## src/rtl/mul_pkg.sv

```systemverilog
// Shared constants and state encoding for the multiplier result drain.
package mul_pkg;

  // Result bus width and product width (product is exactly two result words).
  localparam int OUT_W  = 32;
  localparam int DATA_W = 64;

  // Drain sequencing: nothing held, low word on the bus, high word on the bus.
  typedef enum logic [1:0] {
    IDLE    = 2'd0,
    SEND_LO = 2'd1,
    SEND_HI = 2'd2
  } drain_state_t;

endpackage

```

## src/rtl/mul_result_drain_if.sv

```systemverilog
// Handshake bundle between the multiplier register, the drain and the ALU
// result bus. The slave modport is the drain itself; master is its environment.
interface mul_result_drain_if;
  import mul_pkg::*;

  logic              in_valid;
  logic [DATA_W-1:0] in_data;
  logic              in_half;
  logic              in_ready;
  logic              out_valid;
  logic [OUT_W-1:0]  out_data;
  logic              out_last;
  logic              out_hi;
  logic              out_ready;
  logic              busy;

  modport slave (
    input  in_valid, in_data, in_half, out_ready,
    output in_ready, out_valid, out_data, out_last, out_hi, busy
  );

  modport master (
    output in_valid, in_data, in_half, out_ready,
    input  in_ready, out_valid, out_data, out_last, out_hi, busy
  );

endinterface

```

## src/rtl/product_hold_reg.sv

```systemverilog
// Enabled holding register for the captured product and its half flag.
module product_hold_reg #(
  parameter int W = 65
) (
  input  logic         clk,
  input  logic         reset,
  input  logic         en_i,
  input  logic [W-1:0] d_i,
  output logic [W-1:0] q_o
);

  logic [W-1:0] hold_q;

  // Capture on enable; reset clears so no stale product survives a reset.
  always_ff @(posedge clk) begin
    if (reset) begin
      hold_q <= '0;
    end else if (en_i) begin
      hold_q <= d_i;
    end
  end

  assign q_o = hold_q;

endmodule

```

## src/rtl/mul_result_drain.sv

```systemverilog
// Drains a held 64-bit product onto the 32-bit result bus as low then high
// word (or low word only for low-half ops), with backpressure upstream.
module mul_result_drain #(
  parameter int OUT_W  = mul_pkg::OUT_W,
  parameter int DATA_W = mul_pkg::DATA_W
) (
  input  logic                clk,
  input  logic                reset,
  mul_result_drain_if.slave   bus
);
  import mul_pkg::*;

  drain_state_t      state_q, state_d;
  logic [DATA_W-1:0] hold_q;
  logic              half_q;
  logic              accept;
  logic              in_ready_c;
  logic              out_valid_c;
  logic [OUT_W-1:0]  out_data_c;
  logic              out_hi_c;
  logic              out_last_c;

  // Product and half flag are only written on an accepted handshake, so the
  // bus stays stable for the whole time a word is stalled.
  product_hold_reg #(
    .W(DATA_W + 1)
  ) u_hold (
    .clk   (clk),
    .reset (reset),
    .en_i  (accept),
    .d_i   ({bus.in_half, bus.in_data}),
    .q_o   ({half_q, hold_q})
  );

  // Accept when empty, or when the final word leaves this cycle; in_ready
  // depends only on state and out_ready, never on in_valid.
  assign in_ready_c = (state_q == IDLE) || (out_valid_c && bus.out_ready && out_last_c);
  assign accept     = bus.in_valid && in_ready_c;

  // State register; reset discards any product mid-drain.
  always_ff @(posedge clk) begin
    if (reset) begin
      state_q <= IDLE;
    end else begin
      state_q <= state_d;
    end
  end

  // Next-state: advance only on the output handshake, reload on a same-cycle accept.
  always_comb begin
    state_d = state_q;
    unique case (state_q)
      IDLE: begin
        if (accept) state_d = SEND_LO;
      end
      SEND_LO: begin
        if (bus.out_ready) begin
          if (!half_q)     state_d = SEND_HI;
          else if (accept) state_d = SEND_LO;
          else             state_d = IDLE;
        end
      end
      SEND_HI: begin
        if (bus.out_ready) state_d = accept ? SEND_LO : IDLE;
      end
      default: state_d = IDLE;
    endcase
  end

  // Output mux: select the half of the held product for the current state.
  always_comb begin
    out_valid_c = 1'b0;
    out_data_c  = '0;
    out_hi_c    = 1'b0;
    out_last_c  = 1'b0;
    unique case (state_q)
      SEND_LO: begin
        out_valid_c = 1'b1;
        out_data_c  = hold_q[OUT_W-1:0];
        out_last_c  = half_q;
      end
      SEND_HI: begin
        out_valid_c = 1'b1;
        out_data_c  = hold_q[DATA_W-1:OUT_W];
        out_hi_c    = 1'b1;
        out_last_c  = 1'b1;
      end
      default: ;
    endcase
  end

  assign bus.in_ready  = in_ready_c;
  assign bus.out_valid = out_valid_c;
  assign bus.out_data  = out_data_c;
  assign bus.out_hi    = out_hi_c;
  assign bus.out_last  = out_last_c;
  assign bus.busy      = out_valid_c;

endmodule

```

## src/flat_wrapper.sv

```systemverilog
// flat-port wrapper written by rule: the top's interface ports become plain ports
module mul_result_drain_flat import mul_pkg::*;
#(
  parameter int OUT_W  = mul_pkg::OUT_W,
  parameter int DATA_W = mul_pkg::DATA_W
)
  (clk, reset, bus_in_valid, bus_in_data, bus_in_half, bus_out_ready, bus_in_ready, bus_out_valid, bus_out_data, bus_out_last, bus_out_hi, bus_busy);
  mul_result_drain_if bus_i ();
  input  logic clk;
  input  logic reset;
  input wire logic [$bits(bus_i.in_valid)-1:0] bus_in_valid;
  input wire logic [$bits(bus_i.in_data)-1:0] bus_in_data;
  input wire logic [$bits(bus_i.in_half)-1:0] bus_in_half;
  input wire logic [$bits(bus_i.out_ready)-1:0] bus_out_ready;
  output wire logic [$bits(bus_i.in_ready)-1:0] bus_in_ready;
  output wire logic [$bits(bus_i.out_valid)-1:0] bus_out_valid;
  output wire logic [$bits(bus_i.out_data)-1:0] bus_out_data;
  output wire logic [$bits(bus_i.out_last)-1:0] bus_out_last;
  output wire logic [$bits(bus_i.out_hi)-1:0] bus_out_hi;
  output wire logic [$bits(bus_i.busy)-1:0] bus_busy;
  assign bus_i.in_valid = bus_in_valid;
  assign bus_i.in_data = bus_in_data;
  assign bus_i.in_half = bus_in_half;
  assign bus_i.out_ready = bus_out_ready;
  assign bus_in_ready = bus_i.in_ready;
  assign bus_out_valid = bus_i.out_valid;
  assign bus_out_data = bus_i.out_data;
  assign bus_out_last = bus_i.out_last;
  assign bus_out_hi = bus_i.out_hi;
  assign bus_busy = bus_i.busy;
  mul_result_drain #(.OUT_W(OUT_W), .DATA_W(DATA_W)) u_core (.clk(clk), .reset(reset), .bus(bus_i));
endmodule
```

## config.mk

```make
export PLATFORM = sky130hd
export DESIGN_NAME = mul_result_drain_flat
export DESIGN_NICKNAME = d
export VERILOG_FILES = /design/src/rtl/mul_pkg.sv /design/src/rtl/mul_result_drain_if.sv /design/src/rtl/product_hold_reg.sv /design/src/rtl/mul_result_drain.sv /design/src/flat_wrapper.sv
export SDC_FILE = /design/constraint.sdc
export NUM_CORES = 1
export LEC_CHECK = 0
export CORE_MARGIN = 2
export CORE_UTILIZATION = 30
export DETAILED_ROUTE_END_ITERATION = 6
export MAX_ROUTING_LAYER = met4
export PLACE_DENSITY = 0.64
export SYNTH_ARGS = -nofsm -noshare
export SYNTH_HDL_FRONTEND = slang
export SYNTH_SLANG_ARGS = --single-unit
```

## constraint.sdc

```tcl
create_clock -name clk -period 2.5 [get_ports clk]
set_input_delay 0.5 -clock clk [delete_from_list [all_inputs] [get_ports clk]]
set_output_delay 0.5 -clock clk [all_outputs]
set_load 0.1 [all_outputs]
```

Word-level counts from Yosys, hierarchy flattened
Index checks and enable logic that the tools add are counted.
{"block": "word_totals", "ff_bits": 67, "in_bits": 69, "out_inout_bits": 37, "wordCells": 24}
{"block": "op_classes", "eq_ne": 5, "n_mux": 10, "reduce_logical": 7}
{"cell": "case mux 32 bit (2 select lines)", "n": 1}
{"cell": "two-way mux 2 bit", "n": 4}
{"cell": "case mux 2 bit (3 select lines)", "n": 1}
{"cell": "!= test 2 bit (second input constant)", "n": 2}
{"cell": "logical AND 1 bit", "n": 3}
{"cell": "two-way mux 1 bit", "n": 3}
{"cell": "AND reduction 3 bit", "n": 1}
{"cell": "equality test 2 x 1 -> 1 bit (second input constant)", "n": 1}
{"cell": "equality test 2 bit (second input constant)", "n": 1}
{"cell": "zero test 2 bit", "n": 1}
{"cell": "!= test 2 x 1 -> 1 bit (second input constant)", "n": 1}
{"cell": "case mux 1 bit (2 select lines)", "n": 1}
{"cell": "OR reduction 2 bit", "n": 1}
{"cell": "logical OR 1 bit", "n": 1}

Longest topological paths before layout
{"block": "depth", "word_depth": 11, "mapped_depth": 8, "depth_no_buf": 5}

Cells and area by module
From an unflattened synthesis, not the netlist that was laid out.
{"block": "unflattened", "cells_unflattened": 307, "hier_area_um2": 3034.2}
{"mod": "product_hold_reg", "n_inst": 1, "cells_per_inst": 209, "area_each_um2": 2342.2, "seq_area_each_um2": 1301.2}
{"mod": "mul_result_drain", "n_inst": 1, "cells_per_inst": 98, "area_each_um2": 691.9, "seq_area_each_um2": 40.0}

Worst setup path before layout
OpenSTA, ideal clock, no wires.
{"block": "synth_path", "path_type": "reg2out", "from": "register u_core.state_q[0]", "to": "output port bus_out_data[0]", "arrival_time_ns": 3.225, "t_required_ns": 2.000, "slack_ns": -1.225, "path_stages_with_launch": 7, "path_buffers": 2, "cell_sequence": "dfxtp_1 inv_1 ha_1 buf_2 clkbuf_1 a22oi_1 nor2b_1"}
{"block": "synth_between", "elab_chain_cells": 2, "elab_cells_between_ends": 3, "cone_classes": "2 x eq/ne; 1 x mux"}
{"element": "start: declaration", "line": "mul_result_drain.sv:13", "rtl": "drain_state_t state_q, state_d;"}
{"element": "start signal: assignment", "line": "mul_result_drain.sv:45", "rtl": "state_q <= state_d;"}
{"element": "equality test 2 bit or equality test 2 x 1 -> 1 bit (tied branches)", "line": "mul_result_drain.sv:76", "rtl": "unique case (state_q)"}
{"element": "case mux 32 bit (2 select lines) *", "line": "mul_result_drain.sv:76"}
{"element": "end: declaration", "line": "flat_wrapper.sv:17", "rtl": "output wire logic [$bits(bus_i.out_data)-1:0] bus_out_data;"}
Mark *: on every way between the ends. The rest lies on a longest branch, timed or not.

Worst setup path in the final report
{"block": "layout_path", "from": "register u_core.state_q[1]", "to": "output port bus_out_data[17]"}
The elaborated chain is that of the path after synthesis.

==> run summary <==
The clock insertion delay at the later pin of the skew report came out at 0.32 ns. After global routing, the most crowded layer is met2. For the worst flop-to-flop path, the logic depth is 7. The most common flop cell mapped by yosys is sky130_fd_sc_hd__dfxtp_1. Yosys mapped the design onto 23 distinct sky130hd cell types. In the final layout, the multi-input gates occupy 2320 µm². Buffers inserted during clock tree synthesis total 9. Setup violations remaining at the end of the flow were counted as 0.

Traced cell by cell, the critical path runs through inv_1, ha_4, buf_16, nor2b_4, buf_12. Global routing finished with a remaining overflow of 0. Number of antenna violations at the first check in global routing: 0. Once detail routing completed, the nets flagged for antenna violations numbered 0. The biggest area consumer among synthesized cells was sky130_fd_sc_hd__dfxtp_1. In this run the cell area of the synthesized design comes to 3640 µm². The critical path class is flop to primary output. STA classifies the critical path endpoint as a primary output. The tools report the sequential share of the synthesized area as 36.9%.

For the detailed-routing iteration count for the pre-antenna-repair pass, the log shows 6. For the largest net degree at the start of global routing, the log shows 134. Detailed-route vias per instance: 4.61. Clock skew on the completed layout was measured at 0.00672 ns.

The run gives 0.714 as the placer congestion estimate. The core utilization of the finished layout came out at 48.1%. The number of enable flip-flop cells after synthesis was 0. After synthesis the netlist holds a flip-flop and latch count of 67.

For this block, the routed nets add up to 8710 µm of wire. Counting instances in the post-synthesis netlist gives the leading cell types as sky130_fd_sc_hd__nand2b_1 (131), sky130_fd_sc_hd__dfxtp_1 (67), sky130_fd_sc_hd__mux2i_1 (65), sky130_fd_sc_hd__a22oi_1 (32), sky130_fd_sc_hd__nor2b_1 (32). The final-layout fill cell count was 1098. The path class of the tightest hold or removal check is flop to flop. The minimum clock period came out at 2.38 ns. TritonCTS built the clock tree. Full die area: 13000 µm².

Gates resized during post-CTS repair numbered 0. Counting buffers and inverters, the worst setup path is 5 cells deep. The logs give 0.32 ns for the minimum setup slack among reg-to-reg paths and 30.5% for the starting density of the core. The tools report the clock root buffer master as sky130_fd_sc_hd__clkbuf_16.

The width of the chip came out at 114 µm. The power density over the cells was 941 nW/µm²; the final instance area was 5730 µm². For this block, the initial DRC count from the detailed router was 151.

The biggest fanout along the worst timing path is 19. Static timing analysis puts the maximum clock frequency at 421 MHz. Once layout is complete, the cells apart from fillers number 623. Synthesis produced a netlist whose cell count is 380.

The worst relative slew slack was 74.1%; the total of buffers placed on input and output ports was 105. STA puts the critical path data required time at 2.00 ns. Setup repair after global routing left no endpoint under its margin. The final cycle utilization of the critical path was 95.1%.

The startpoint identified for the worst hold timing path is u_core.u_hold.q_o[51]$_SDFFE_PP0N_. The logs give 5820 µm for the estimated wirelength of the detail-placed design and 14.3% for the total track usage. The tools report the number of placement rows as 40.

The leading cell type by number of instances after synthesis is sky130_fd_sc_hd__nand2b_1. The sum of buffers and inverters on the critical path came out at 3. Number of top-level design ports: 106. The number of vias after detailed routing was 2872.

The register clock-pin slew on the reported worst setup and hold paths is 0.06 ns, and the max-cap violation count is 0. Setup total negative slack on the finished layout was measured at 0 ns. The net count of the finished layout is 544.

A synthesized cell averages 9.57 µm². Max-slew violation count: 0. Summed over all cells, the static leakage comes to 2.26 nW.

The tools report the hold buffer count at cts as 0. Measured along the y axis, the die boundary spans 114 µm. The global-route met2 utilization was 23.7%; the count of endpoints failing hold in the final timing report was 0.

For the pin with the worst max-slew slack, the measured transition is 0.389 ns. The critical path starts at u_core.state_q[1]$_SDFFE_PP0P_. The kind of cell adding the most delay to the critical path is buffers and inverters. The number of placed instances, taps included, is 606. The synthesis-to-finish area growth works out to 57.6%. The sequential cells in the finished layout cover a total of 1340 µm².

For this run, design rule violations remaining after detail routing come to 0. In this run the number of H-tree levels came out at 3. STA classifies the critical path startpoint as a flop. For this run, the number of Yosys warnings is 0. For the post-CTS setup buffer count, the log shows 1.

The core region is 11900 µm². The run finished with clean final reports. The fraction of layout cells with a size suffix above 1 is 20.6%. On the critical path, the stage with the largest delay is an instance of sky130_fd_sc_hd__ha_4. The first global-routing pass estimated 14300 µm of wire. The tools report the worst reg2reg path startpoint as u_core.state_q[1]$_SDFFE_PP0P_. For this run, the slowest stage of the critical path takes 0.47 ns. The area share of the largest cell type after synthesis is 36.9%. By area the synthesized netlist is led by sky130_fd_sc_hd__dfxtp_1 (37%), sky130_fd_sc_hd__nand2b_1 (23%), sky130_fd_sc_hd__mux2i_1 (18%), sky130_fd_sc_hd__a22oi_1 (6.6%), sky130_fd_sc_hd__nor2b_1 (5.5%). For met3 alone, demand over resource in global routing was 3.55%. The repair_antennas step left the layout with diodes totalling 0. After synthesis, the share of flip-flops with an asynchronous set or reset is 0%. The worst IR drop on VDD came out at 0.454 mV.

STA puts the critical path data arrival time at 1.88 ns. Buffer depth of the longest clock path: 2. The worst hold path depth came out at 2.

The tools report the number of global-route vias before repair as 3009. The placed instances occupy a cell area of 5380 µm². The final routed wire length divided by cell count is 14.0 µm, and the number of clock sinks is 67. When the netlist entered floorplanning its net count stood at 453. Global routing used 17.5% of the available met1 tracks.
==> worst register-to-register path, stage by stage, from the launching register on <==
cell and delay, ns:
sky130_fd_sc_hd__dfxtp_1 0.38, sky130_fd_sc_hd__inv_1 0.13, sky130_fd_sc_hd__ha_4 0.37, sky130_fd_sc_hd__buf_16 0.21, sky130_fd_sc_hd__and3_1 0.18, sky130_fd_sc_hd__a22oi_2 0.29
sky130_fd_sc_hd__buf_12 0.29, sky130_fd_sc_hd__mux2i_1 0.26
==> final timing paths <==
check,end
max,bus_out_data[17]
min,u_core.u_hold.q_o[51]$_SDFFE_PP0N_
max reg2reg,u_core.u_hold.q_o[41]$_SDFFE_PP0N_
min reg2reg,u_core.u_hold.q_o[51]$_SDFFE_PP0N_
==> power breakdown <==
group	switching, W	internal [W]	leakage [nW]
combinational	0.00141	0.00123	1.55
sequential	0.000110	0.00128	0.551
clock	0.000438	0.000925	0.159
==> area by class of cell <==
class                      instances  area share [%]
multi-input combinational        278            40.5
timing repair buffer             113            27.0
inverter                           2           0.131
tap                              147            3.21
clock inverter                     4            1.27
sequential                        67            23.4
clock buffer                      12            4.47
==> state kept, by name (all words and copies together) (netlist names) <==
register / flops
u_core.state_q: 2
u_core.u_hold.q_o: 65
==> cells by family (layout without fill, tap and decap cells) <==
family                   after synthesis  after routing  share of synthesized area, %
AO/OA/AOI/OAI                         41             41                          8.53
buffers and inverters                 35            131                          6.50
adder cells (fa/ha/maj)                4              4                          1.38
flip-flops                            67             67                          36.9
AND/OR/NAND/NOR                      168            168                          28.8
multiplexers                          65             65                          17.9
==> placed cells by master, fill, tap and decap left out <==
master	n
sky130_fd_sc_hd__nand2_1	1
sky130_fd_sc_hd__a21o_1	2
sky130_fd_sc_hd__nand3_1	1
sky130_fd_sc_hd__a21o_4	1
sky130_fd_sc_hd__buf_4	3
sky130_fd_sc_hd__clkbuf_16	9
sky130_fd_sc_hd__clkdlybuf4s50_1	67
sky130_fd_sc_hd__and2_4	1
sky130_fd_sc_hd__and3_1	1
sky130_fd_sc_hd__ha_1	2
sky130_fd_sc_hd__mux2i_1	65
sky130_fd_sc_hd__ha_4	2
sky130_fd_sc_hd__clkinvlp_4	1
sky130_fd_sc_hd__dfxtp_1	67
sky130_fd_sc_hd__clkbuf_1	1
sky130_fd_sc_hd__nor2b_2	2
sky130_fd_sc_hd__nor2b_4	30
sky130_fd_sc_hd__clkinv_2	1
sky130_fd_sc_hd__o21bai_1	1
sky130_fd_sc_hd__nor3b_1	1
sky130_fd_sc_hd__inv_1	2
sky130_fd_sc_hd__buf_2	1
sky130_fd_sc_hd__clkbuf_8	2
sky130_fd_sc_hd__bufinv_16	2
sky130_fd_sc_hd__nand2b_1	131
sky130_fd_sc_hd__buf_16	1
sky130_fd_sc_hd__a21oi_1	2
sky130_fd_sc_hd__o41ai_1	1
sky130_fd_sc_hd__a22oi_2	1
sky130_fd_sc_hd__a211o_1	1
sky130_fd_sc_hd__a22oi_1	32
sky130_fd_sc_hd__buf_12	41
==> metal layers <==
layer	wire length, µm	vias to the layer above	part of all wire, %
li1	-	1447	-
met1	3920	1338	45
met2	4290	76	49
met3	395	11	4.5
met4	94	0	1.1
met5	0	-	0
==> metrics by stage <==
| stage | setup WS, ns | hold WS (ns) | power, W |
|---|---|---|---|
| 5_1_grt | 0.0183 | 0.490 | 0.00564 |
| 2_1_floorplan | 0.0118 | 0.452 | 0.00337 |
| 6_report | 0.122 | 0.473 | 0.00539 |
| 3_5_place_dp | 0.344 | 0.467 | 0.00399 |
| 4_1_cts | 0.101 | 0.476 | 0.00545 |
| 3_3_place_gp | 0.384 | 0.461 | 0.00394 |
No activity file was read; power rests on OpenSTA's default activity.
